$ cat src/rtl/fwd_hazard_unit.sv
// Operand forwarding and hazard control for the 5-stage core: shadows the EX/MEM/WB
// tags, selects forwarded EX operands and stalls on load-use and multi-cycle EX ops.
module fwd_hazard_unit #(
    parameter int XLEN   = 32,
    parameter int NSRC   = 2,
    parameter int REG_AW = 5,
    parameter int MC_LAT = 4
) (
    input  logic                   clk,
    input  logic                   rst_n,
    input  logic                   id_valid_i,
    input  logic [NSRC*REG_AW-1:0] id_rs_i,
    input  logic [REG_AW-1:0]      id_rd_i,
    input  logic                   id_we_i,
    input  logic                   id_load_i,
    input  logic                   id_mc_i,
    input  logic [NSRC*XLEN-1:0]   rf_rdata_i,
    input  logic [XLEN-1:0]        ex_res_i,
    input  logic [XLEN-1:0]        wb_res_i,
    input  logic                   flush_i,
    output logic [NSRC*2-1:0]      fwd_sel_o,
    output logic [NSRC*XLEN-1:0]   op_data_o,
    output logic                   stall_o,
    output logic                   mc_busy_o
);

    localparam int CW = (MC_LAT > 1) ? $clog2(MC_LAT) : 1;

    logic                   ex_v, ex_we, ex_load;
    logic [REG_AW-1:0]      ex_rd;
    logic [NSRC*REG_AW-1:0] ex_rs;
    logic [NSRC*XLEN-1:0]   ex_data;
    logic                   mem_v, mem_we, mem_load;
    logic [REG_AW-1:0]      mem_rd;
    logic                   wb_v, wb_we;
    logic [REG_AW-1:0]      wb_rd;
    logic [CW-1:0]          cnt;

    logic                   lu;
    logic                   mc_busy;
    logic [NSRC*XLEN-1:0]   id_data;

    assign mc_busy   = (cnt != '0);
    assign mc_busy_o = mc_busy;
    assign stall_o   = lu | mc_busy;

    // EX operand select: a load sitting in MEM has no data yet, so it is skipped
    always_comb begin
        fwd_sel_o = '0;
        op_data_o = '0;
        for (int k = 0; k < NSRC; k++) begin
            if (ex_v && ex_rs[k*REG_AW +: REG_AW] != '0 && mem_v && mem_we && !mem_load &&
                mem_rd == ex_rs[k*REG_AW +: REG_AW]) begin
                fwd_sel_o[k*2 +: 2]    = 2'b10;
                op_data_o[k*XLEN +: XLEN] = ex_res_i;
            end else if (ex_v && ex_rs[k*REG_AW +: REG_AW] != '0 && wb_v && wb_we &&
                         wb_rd == ex_rs[k*REG_AW +: REG_AW]) begin
                fwd_sel_o[k*2 +: 2]    = 2'b01;
                op_data_o[k*XLEN +: XLEN] = wb_res_i;
            end else begin
                op_data_o[k*XLEN +: XLEN] = ex_data[k*XLEN +: XLEN];
            end
        end
    end

    // The register file is written this same cycle by WB, so its read port is still stale
    always_comb begin
        id_data = rf_rdata_i;
        for (int k = 0; k < NSRC; k++) begin
            if (wb_v && wb_we && id_rs_i[k*REG_AW +: REG_AW] != '0 &&
                wb_rd == id_rs_i[k*REG_AW +: REG_AW])
                id_data[k*XLEN +: XLEN] = wb_res_i;
        end
    end

    always_comb begin
        lu = 1'b0;
        if (id_valid_i && ex_v && ex_we && ex_load && ex_rd != '0) begin
            for (int k = 0; k < NSRC; k++) begin
                if (id_rs_i[k*REG_AW +: REG_AW] == ex_rd)
                    lu = 1'b1;
            end
        end
    end

    always_ff @(posedge clk or negedge rst_n) begin
        if (!rst_n) begin
            ex_v     <= 1'b0;
            ex_we    <= 1'b0;
            ex_load  <= 1'b0;
            ex_rd    <= '0;
            ex_rs    <= '0;
            ex_data  <= '0;
            mem_v    <= 1'b0;
            mem_we   <= 1'b0;
            mem_load <= 1'b0;
            mem_rd   <= '0;
            wb_v     <= 1'b0;
            wb_we    <= 1'b0;
            wb_rd    <= '0;
            cnt      <= '0;
        end else begin
            // MEM -> WB advances in every case
            wb_v  <= mem_v;
            wb_we <= mem_we;
            wb_rd <= mem_rd;
            if (flush_i) begin
                ex_v     <= 1'b0;
                mem_v    <= ex_v;
                mem_we   <= ex_we;
                mem_load <= ex_load;
                mem_rd   <= ex_rd;
                cnt      <= '0;
            end else if (mc_busy) begin
                mem_v <= 1'b0;
                cnt   <= cnt - CW'(1);
            end else begin
                mem_v    <= ex_v;
                mem_we   <= ex_we;
                mem_load <= ex_load;
                mem_rd   <= ex_rd;
                if (lu) begin
                    ex_v <= 1'b0;
                end else begin
                    ex_v <= id_valid_i;
                    if (id_valid_i) begin
                        ex_rs   <= id_rs_i;
                        ex_rd   <= id_rd_i;
                        ex_we   <= id_we_i;
                        ex_load <= id_load_i;
                        ex_data <= id_data;
                        if (id_mc_i)
                            cnt <= CW'(MC_LAT - 1);
                    end
                end
            end
        end
    end

endmodule
$ cat config.mk
export PLATFORM = sky130hd
export DESIGN_NAME = fwd_hazard_unit
export DESIGN_NICKNAME = d
export VERILOG_FILES = /design/src/rtl/fwd_hazard_unit.sv
export SDC_FILE = /design/constraint.sdc
export NUM_CORES = 1
export LEC_CHECK = 0
export BUFFER_PORTS_ARGS = -buffer_cell sky130_fd_sc_hd__buf_4
export CAP_MARGIN = 0
export CELL_PAD_IN_SITES_DETAIL_PLACEMENT = 2
export CELL_PAD_IN_SITES_GLOBAL_PLACEMENT = 2
export CORE_ASPECT_RATIO = 0.6
export CORE_MARGIN = 2
export CORE_UTILIZATION = 29
export CTS_CLUSTER_DIAMETER = 80
export DETAILED_ROUTE_END_ITERATION = 10
export GPL_ROUTABILITY_DRIVEN = 1
export PLACE_DENSITY_LB_ADDON = 0.1
export SYNTH_ARGS = -nofsm -noshare
export SYNTH_HDL_FRONTEND = slang
export SYNTH_SLANG_ARGS = --single-unit
$ cat constraint.sdc
create_clock -name clk -period 1.64 [get_ports clk]
set_input_delay 0.082 -clock clk [delete_from_list [all_inputs] [get_ports clk]]
set_output_delay 0.082 -clock clk [all_outputs]
set_load 0.01 [all_outputs]
# [After elaboration in Yosys (flattened, before gate mapping)]
# Index checks and enable logic that the tools add are counted.
[totals] out_inout_bits=70 reg_bits=99 elab_cells=94 in_bits=150
[op_classes] n_reduce_logical=36 n_addsub=1 mux=29 eq_ne=10 bitwise_logic=4
[op_table] op="32-bit 2-to-1 mux" n=6
[op_table] op="5-bit == test" n=8
[op_table] op="1-bit logical AND" n=25
[op_table] op="5-bit nonzero test" n=5
[op_table] op="1-bit 2-to-1 mux" n=14
[op_table] op="2-bit 2-to-1 mux" n=7
[op_table] op="5-bit 2-to-1 mux" n=2
[op_table] op="3-bit nonzero test" n=2
[op_table] op="4-bit AND reduction" n=1
[op_table] op="3-bit by 2-bit inequality test with 1-bit output (second input constant)" n=1
[op_table] op="1-bit inverter" n=3
[op_table] op="3-bit AND reduction" n=1
[op_table] op="2-bit inequality test (second input constant)" n=1
[op_table] op="2-bit nonzero test" n=1
[op_table] op="2-bit by 1-bit subtractor with 2-bit output (second input constant)" n=1
[op_table] op="1-bit logical NOT" n=1
[op_table] op="1-bit bitwise OR" n=1

# [Longest topological paths before layout]
# Gate-level depths: netlist of run 1.
[logic_depth] word_depth=8 ltp_mapped=7 depth_no_buf=6

# [Worst setup path after synthesis of run 1]
# No wires, ideal clock.
[synth_path] path_type="register -> output" start="reg ex_rs[5]" end="out op_data_o[35]" required_ns=1.558 path_buffers=1 arrival_ns=1.808 path_stages_with_launch=7 path_slack_ns=-0.250 cell_sequence="dfrtp_1 -> or4_1 -> o21ai_2 -> nor3_4 -> buf_4 -> mux2i_1 -> o21ai_0"
[synth_via] elab_chain_len=7 word_cells_on_any_way=13 cone_classes="eq/ne (2); mux (2); reduce/logical (9)"
[synth_lines] element="from (decl)" line="31" text="logic [NSRC*REG_AW-1:0] ex_rs;"
[synth_lines] element="from (signal assigned)" line="127" text="ex_rs <= id_rs_i;"
[synth_lines] element="5-bit nonzero test" line="52, 56"
[synth_lines] element="1-bit logical AND" line="52, 56"
[synth_lines] element="1-bit logical AND (on tied branches) (3 in a row)" line="56, 52"
[synth_lines] element="32-bit 2-to-1 mux or 1-bit logical AND (tied branches)" line="56, 52"
[synth_lines] element="32-bit 2-to-1 mux *" line="52" text="if (ex_v && ex_rs[k*REG_AW +: REG_AW] != '0 && mem_v && mem_we && !mem_load &&"
[synth_lines] element="to (decl)" line="22" text="output logic [NSRC*XLEN-1:0] op_data_o,"
# Every way passes the cells marked *; elsewhere a longest branch is shown, timed or not.

# [Final worst setup path of run 1]
[layout_path] start="reg ex_rs[5]" end="out op_data_o[55]"
# The elaborated chain is that of the path after synthesis.

==> results of run 1 <==
[registers in the layout, indices dropped and copies added (netlist names)]
register and flops:
cnt 2, ex_data 64, ex_load 1, ex_rd 5, ex_rs 10, ex_v 1
ex_we 1, mem_load 1, mem_rd 5, mem_v 1, mem_we 1, wb_rd 5
wb_v 1, wb_we 1
[area by class of cell]
type	instances	share of cell area [%]
well taps	315	3.367
multi-input cells	441	42.43
clock inverters	5	0.6627
clock buffers	11	1.988
flip-flops and latches	99	21.30
inverters	4	0.1283
repair buffers	357	30.12
[cell usage after synthesis, types with 3 or more instances]
master | instances | area, um^2
nand2_1 | 75 | 281.5
buf_6 | 17 | 191.4
mux2i_1 | 64 | 640.6
mux2_2 | 93 | 1047
o21ai_1 | 42 | 210.2
or4_1 | 4 | 30.03
nor4_1 | 3 | 18.77
xnor2_1 | 26 | 227.7
buf_4 | 13 | 97.59
clkbuf_1 | 3 | 11.26
mux2_4 | 60 | 900.9
nor2_1 | 5 | 18.77
dfrtp_1 | 99 | 2477
xor2_1 | 12 | 105.1
nand4_1 | 4 | 25.02
inv_1 | 4 | 15.01
o21ai_0 | 24 | 120.1
nor3_2 | 5 | 50.05
[metal layers]
layer | share of wire, % | wire (um) | up-vias
met3 | 4.5 | 1445 | 17
met5 | 0 | 0 | -
met1 | 47 | 15140 | 3144
met4 | 1.1 | 342 | 0
li1 | - | - | 2769
met2 | 47 | 15310 | 149
[critical path: stages, from the launching register on]
cell     delay, ps
dfrtp_1        440
or4_4          570
o21ai_4        190
buf_6          130
nor3_4          40
buf_12         160
buf_12         150
buf_6          110
o21ai_2        140
buf_4          140
[worst min-delay path by stage]
stage	startpoint	slack [ps]	cells after the start	endpoint
after floorplan	rst_n	-210	0	cnt[0]
after global routing	id_rs_i[3]	40	2	ex_rs[3]
after global placement	rst_n	200	2	ex_rd[3]
after detailed placement	rst_n	200	2	ex_rd[4]
final	id_rs_i[3]	60	2	ex_rs[3]
after CTS	id_rs_i[3]	8	2	ex_rs[3]
[report_power, final]
part	switching [W]	leakage [nW]	total, W	internal, W
logic	0.00403	3.89	0.00998	0.00595
registers	0.00131	1.16	0.00503	0.00372
clock network	0.00100	0.150	0.00234	0.00134
total	0.00634	5.20	0.0173	0.0110
[repair_timing]
item | in CTS | in global routing
endpoints found under the setup margin | 152 | 153
gates cloned | 11 | 14
hold buffers | 10 | 0
setup buffers | 25 | 17
gates resized for setup | 85 | 182
endpoints found under the hold margin | 108 | 0
pin swaps | 20 | 38
[per-stage QoR]
step	std cells	worst slack (ps)	hold WS (ps)
after CTS	1208	-875.6	7.555
after floorplan	579	-184.0	-213.6
after global placement	1147	-450.5	198.2
after global routing	1232	-1004	41.16
final	1232	-896.3	60.40
after detailed placement	1147	-513.7	202.3
[cell families (layout without fill, tap and decap cells)]
group           count (synthesis)  count (layout)  synth area share (%)
fa+ha+maj                       1               1                0.1869
simple gates                  108             108                 8.036
buf+inv                        39             377                 4.859
mux                           217             217                 38.67
flops                          99              99                 37.00
xor+xnor                       38              38                 4.971
compound gates                 77              77                 6.280
==> qor.txt, run 1 <==
R2R Path Start: wb_rd[0]
Reg-to-reg endpoint: ex_data[16]
Min Tclk post-route: 2536 ps
Met2 Resource Use GR: 39.15%
Clock skew: 9.581 ps
Most common library cell in the layout ignoring fill and taps: buf_4
Largest net degree at the start of global routing: 100
Worst R2R Path Depth: 8
Setup_tns: -91100 ps
Most frequent cells in the layout: buf_4 (272), dfrtp_1 (86), mux2_4 (80)
Synth warnings: 0
Nets: 1063
DR WL/cell: 26.16 um
Vias per inst: 4.934
Port Buffers: 219
Worst-Margin Slew: 643.3 ps
Ports: 220
Crit path launch type: flip-flop
R2r setup slk: -500 ps
Net Count, Synth: 730
Initial Util: 29.28%
GRT Total Usage: 23.96%
Inserted Clock Buffers: 9
Core box area: 22870 um^2
H-tree levels: 3
Fill count: 2222
Worst skew pair latency: 360 ps
CTS tree: yes
Worst Path Max Fanout: 7
Class of the worst hold path: primary input to flip-flop
CTS clk-pin slew, worst paths: 70 ps
Area of the multi-input gates: 4967 um^2
DR DRC count: 0
Crit. Startpoint: ex_rs[5]
Initial antenna violation count: 0
Area of the mapped netlist: 6695 um^2
Tot Pwr: 0.01735 W
First-pass GRT wire length: 43590 um
EDFF count, synth: 0
Clk buf depth: 2
Antenna Cells: 0
First DRT Iteration DRCs: 254
Vias: 6079
Height of the chip: 121.7 um
FFs w/ async S/R, synth: 100.0%
Finished Core Util: 51.20%
Pwr dens: 1482 nW/um^2
Cells after Synth: 579
Placer Congestion: 0.7886
RSZ-0062 raised after global routing: true
Outcome: finished, violations left
CP Class: flip-flop to output pin
Final non-filler cell area: 11710 um^2
Most Used Layer, Global Route: met2
CP endpoint kind: output pin
Number of global-route vias before repair: 6726
Unique masters post-synth: 37
Die Area: 24360 um^2
Die width: 200.2 um
Crit share post-route: 154.7%
Final Hold Viols: 0
WL final: 32230 um
Avg Inst Size Synth: 11.56 um^2
Slew headroom: 57.11%
Critical Path End: op_data_o[55]
Synth Flop Type: dfrtp_1
Fmax: 394.3 MHz
Slew Viols, Final: 0
FF/Latch Area: 2494 um^2
Crit path DAT: 2450 ps
Final ANT Viol Nets: 0
Met1 track demand over resource: 33.17%
Worst EP required: 1560 ps
Seq/Total Area, Yosys: 37.00%
GR Util met3: 4.896%
Final Worst Setup Slack: -896.3 ps
Worst-case vdd ir drop: 0.6893 mV
Post-DP HPWL: 18720 um
Overflow after GRT: 0
Synth Register Bits: 99
Final setup fails: 153
MaxCap Viol Count: 0
Failing checks: negative setup slack
Clk root buf: clkbuf_16
Static leakage: 5.200 nW
Area Overhead vs Synth: 74.85%
Layout cells sized above 1: 78.19%
CTS sink cnt: 99
Row count: 43
DRT Pass-1 Iters: 4
Placed inst area: 9353 um^2
(Power assumes the default switching activity.)
==> inputs of run 2 (changes only) <==
CELL_PAD_IN_SITES_DETAIL_PLACEMENT = default   (was 2)
CELL_PAD_IN_SITES_GLOBAL_PLACEMENT = default   (was 2)
CORE_UTILIZATION = 47   (was 29)
PLACE_DENSITY = 0.78   (was default)
PLACE_DENSITY_LB_ADDON = default   (was 0.1)
SETUP_SLACK_MARGIN = 0.4   (was default)
==> qor.txt, run 2 (synthesis results as in run 1) <==
Pwr dens: 1466 nW/um^2
Initial Util: 48.55%
Worst-case vdd ir drop: 0.9940 mV
Final setup fails: 153
First DRT Iteration DRCs: 431
Vias: 6228
CTS tree: yes
DRT Pass-1 Iters: 5
Worst-Margin Slew: 553.5 ps
Slowest cell on crit path: or4_4
Most frequent cells in the layout: buf_4 (255), dfrtp_1 (91), mux2_4 (83)
Vias per inst: 5.646
Slew Viols, Final: 0
Height of the chip: 96.45 um
Layout cells sized above 1: 71.68%
Final non-filler cell area: 11220 um^2
Area Overhead vs Synth: 67.63%
Crit share post-route: 152.2%
Area of the multi-input gates: 4582 um^2
Fmax: 400.7 MHz
Die Area: 15250 um^2
Clk buf depth: 2
Worst skew pair latency: 350 ps
DR WL/cell: 23.06 um
Crit path DAT: 2410 ps
Fill count: 756
R2R Path Start: wb_rd[0]
FF/Latch Area: 2487 um^2
Critical Path End: op_data_o[60]
Row count: 33
Inserted Clock Buffers: 9
Crit. Startpoint: ex_rs[9]
Class of the worst hold path: primary input to flip-flop
WL final: 25440 um
RSZ-0062 raised after global routing: true
CTS sink cnt: 99
Reg-to-reg endpoint: ex_data[16]
Slew headroom: 63.10%
Die width: 158.1 um
Ports: 220
Outcome: finished, violations left
Min Tclk post-route: 2495 ps
CP endpoint kind: output pin
Slowest stage delay, CP: 560 ps
Worst Path Max Fanout: 10
Post-DP HPWL: 14390 um
DR DRC count: 0
Placer Congestion: 0.8768
Worst R2R Path Depth: 8
Tot Pwr: 0.01646 W
Port Buffers: 219
Nets: 1058
Overflow after GRT: 0
Antenna Cells: 0
Most common library cell in the layout ignoring fill and taps: buf_4
Final Hold Viols: 0
Number of global-route vias before repair: 5895
Crit path launch type: flip-flop
Failing checks: negative setup slack
Top Registers: ex_data x64, ex_rs x10
Final Worst Setup Slack: -855.4 ps
First-pass GRT wire length: 32040 um
GRT Total Usage: 27.88%
CTS clk-pin slew, worst paths: 70 ps
Critical path cell sequence: xor2_1, or4_4, nor3_4, buf_6, clkbuf_16, nand2_1, o21ai_1, buf_4
Final ANT Viol Nets: 0
Clk root buf: clkbuf_16
MaxCap Viol Count: 0
Largest net degree at the start of global routing: 100
Static leakage: 4.994 nW
Worst EP required: 1560 ps
Most flop-heavy register: ex_data
Placed inst area: 9169 um^2
Initial antenna violation count: 0
H-tree levels: 3
R2r setup slk: -450 ps
CP Class: flip-flop to output pin
Core box area: 13790 um^2
Max reg flops: 64
Clock skew: 13.97 ps
==> run 2: power by group <==
group	switching, W	total [W]	internal, W
sequential	0.00117	0.00488	0.00370
clock	0.000971	0.00220	0.00123
combinational	0.00373	0.00938	0.00565
total	0.00588	0.0165	0.0106
==> run 2: metrics by stage <==
| stage | setup TNS, ps | utilization [%] | setup WS (ps) | hold WS (ps) | std cells |
|---|---|---|---|---|---|
| final | -83390 | 81.38 | -855.4 | 26.24 | 1103 |
| after global routing | -91820 | 81.38 | -933.8 | 15.00 | 1103 |
| after CTS | -74680 | 74.30 | -728.6 | 12.95 | 1064 |
| after detailed placement | -47760 | 66.49 | -395.2 | 185.0 | 1019 |
| after global placement | -41100 | 66.49 | -378.3 | 174.4 | 1019 |
| after floorplan | -18720 | - | -184.0 | -213.6 | 579 |
==> run 2: critical path: cells and delay by family (launching register included) <==
family,cells,cell delay [ps]
buf+inv,3,470
simple gates,3,900
compound gates,1,90
xor+xnor,1,180
flops,1,410
==> run 2: worst min-delay path by stage <==
stage	start	end	cells after the start
global placement	rst_n	cnt[0]	2
detailed placement	rst_n	ex_data[35]	2
global route	id_rs_i[3]	ex_rs[3]	2
finish	id_rs_i[3]	ex_rs[3]	2
CTS	id_rs_i[3]	ex_rs[3]	2
floorplan	rst_n	cnt[0]	0
==> run 2: cell type report <==
| class | instances | area share [%] |
|---|---|---|
| Clock buffer | 10 | 2.129 |
| Sequential cell | 99 | 22.16 |
| Multi-Input combinational cell | 441 | 40.82 |
| Tap cell | 192 | 2.140 |
| Clock inverter | 5 | 0.5686 |
| Inverter | 4 | 0.1561 |
| Timing Repair Buffer | 352 | 32.02 |
==> run 2: routing by layer <==
metal  routed length, um  part of all wire (%)  vias up  GRT usage (%)
met5                   0                     0        -              0
met4                 677                   2.7        0          6.757
met3                1765                   6.9       58          5.174
met2               11990                    47      315          46.59
met1               11000                    43     3109          37.99
li1                    -                     -     2746              -
==> run 2: repair_timing <==
item | CTS | global route
resized for setup | 77 | 110
pin swaps | 10 | 32
endpoints found under the setup margin | 161 | 161
hold buffers | 9 | 0
endpoints found under the hold margin | 107 | 0
gates cloned | 12 | 17
setup buffers | 9 | 22
==> inputs of run 3 (changes only) <==
==> constraint.sdc (replaced) <==
create_clock -name clk -period 1.64 [get_ports clk]
set_input_delay 0.328 -clock clk [delete_from_list [all_inputs] [get_ports clk]]
set_output_delay 0.328 -clock clk [all_outputs]
set_load 0.01 [all_outputs]
==> qor.txt, run 3 (synthesis results as in run 1) <==
Outcome: finished, violations left
Failing checks: negative setup slack
Worst R2R Path Depth: 7
Most common library cell in the layout ignoring fill and taps: buf_4
Most flop-heavy register: ex_data
Final ANT Viol Nets: 0
Worst EP required: 1310 ps
Class of the worst hold path: primary input to asynchronous set/reset pin
Layout Cells excl Fill: 1109
FF/Latch Area: 2489 um^2
Initial Util: 48.55%
Height of the chip: 96.45 um
CTS sink cnt: 99
Slew headroom: 62.23%
Most frequent cells in the layout: buf_4 (282), dfrtp_1 (90), mux2_4 (88)
Placed inst area: 9259 um^2
Post-Place Cells: 1029
Finished Core Util: 80.45%
Crit path DAT: 2410 ps
Initial antenna violation count: 0
DR WL/cell: 21.63 um
Logic gate share of total power: 58.0%
Number of global-route vias before repair: 5995
Area of the multi-input gates: 4558 um^2
Slew Viols, Final: 0
Pre-CTS setup slack: -678.9 ps
Static leakage: 4.952 nW
H-tree levels: 3
Vias: 6000
Fmax: 365.4 MHz
Die Area: 15250 um^2
Power share of the sequential group: 29.0%
Row count: 33
Cell-internal power: 0.01078 W
R2r setup slk: -440 ps
GRT Total Usage: 27.88%
Tot Pwr: 0.01656 W
Final setup fails: 153
Reg-to-reg endpoint: ex_data[11]
CP Class: flip-flop to output pin
RSZ-0062 raised after global routing: true
Fill count: 802
Core box area: 13790 um^2
Sw frac: 34.89%
Largest net degree at the start of global routing: 100
First DRT Iteration DRCs: 290
Final non-filler cell area: 11090 um^2
Antenna Cells: 0
Min Tclk post-route: 2737 ps
Ports: 220
Crit share post-route: 166.9%
Max reg flops: 64
CP endpoint kind: output pin
Top Registers: ex_data x64, ex_rs x10
Die width: 158.1 um
Worst-Margin Slew: 566.6 ps
First-pass GRT wire length: 32320 um
Pwr dens: 1493 nW/um^2
DR DRC count: 0
CTS clk-pin slew, worst paths: 70 ps
Hold-fix buffers, CTS: 0
Placer Congestion: 0.8604
Post-DP HPWL: 14600 um
Clock Power Share: 13.0%
Clock skew: 9.605 ps
Overflow after GRT: 0
Inserted Clock Buffers: 9
Final Worst Setup Slack: -1097 ps
WL final: 23980 um
Crit path launch type: flip-flop
Area Overhead vs Synth: 65.71%
Clk root buf: clkbuf_16
Worst skew pair latency: 350 ps
Worst Path Max Fanout: 7
CTS tree: yes
DRT Pass-1 Iters: 7
Worst-case vdd ir drop: 1.014 mV
Port Buffers: 219
R2R Path Start: wb_rd[4]
Final Hold Viols: 0
Layout cells sized above 1: 72.08%
Clk buf depth: 2
MaxCap Viol Count: 0
Nets: 1064
Vias per inst: 5.410
Psw: 0.005779 W
==> run 3: timing repair <==
| item | CTS | global route |
|---|---|---|
| cloned | 8 | 15 |
| resized for setup | 74 | 94 |
| endpoints found under the setup margin | 161 | 162 |
| setup buffers | 25 | 17 |
| pin swaps | 6 | 20 |
==> run 3: cell type report <==
class	count	share of cell area, %
Clock inverter	6	0.5977
Multi-Input combinational cell	441	41.08
Clock buffer	9	2.030
Timing Repair Buffer	358	31.53
Sequential cell	99	22.43
Tap cell	192	2.165
Inverter	4	0.1579
==> run 3: how the worst max path moves through the flow <==
stage	startpoint	endpoint	slack, ps	depth (start not counted)
2_1_floorplan	ex_rs[5]	op_data_o[57]	-430	6
3_3_place_gp	ex_rs[4]	op_data_o[10]	-610	7
3_5_place_dp	ex_rs[5]	op_data_o[56]	-680	8
4_1_cts	mem_load	op_data_o[40]	-990	8
5_1_grt	ex_rs[1]	op_data_o[22]	-1130	9
6_report	ex_rs[1]	op_data_o[22]	-1100	9
==> run 3: metal layers <==
layer	routed length, um	global-route usage, %	share of wire (%)	vias to the layer above
met2	11250	46.16	47	241
met3	1556	3.836	6.5	28
met5	0	0	0	-
met4	282	5.105	1.2	0
met1	10890	39.82	45	2988
li1	-	-	-	2743
==> run 3: stage by stage <==
stage | setup TNS, ps | hold WS [ps]
2_1_floorplan | -35330 | 32.41
3_3_place_gp | -65920 | 423.9
3_5_place_dp | -71900 | 433.7
4_1_cts | -93540 | 59.87
5_1_grt | -108210 | 88.02
6_report | -99340 | 7.407
==> run 3: power groups by stage <==
stage	clock (W)	sequential, W	combinational [W]
floorplan	0	0.00443	0.00468
global placement	0	0.00459	0.00759
detailed placement	0	0.00466	0.00781
CTS	0.00215	0.00470	0.00884
global route	0.00226	0.00495	0.0102
finish	0.00215	0.00481	0.00960
==> run 3: critical path, stage by stage (launching register included) <==
cell     delay [ps]
dfrtp_1         410
or4_4           530
o21ai_4         160
buf_6           130
nor3_4           40
buf_12          140
buf_16          150
mux2i_2         260
o21ai_2          80
buf_4           140
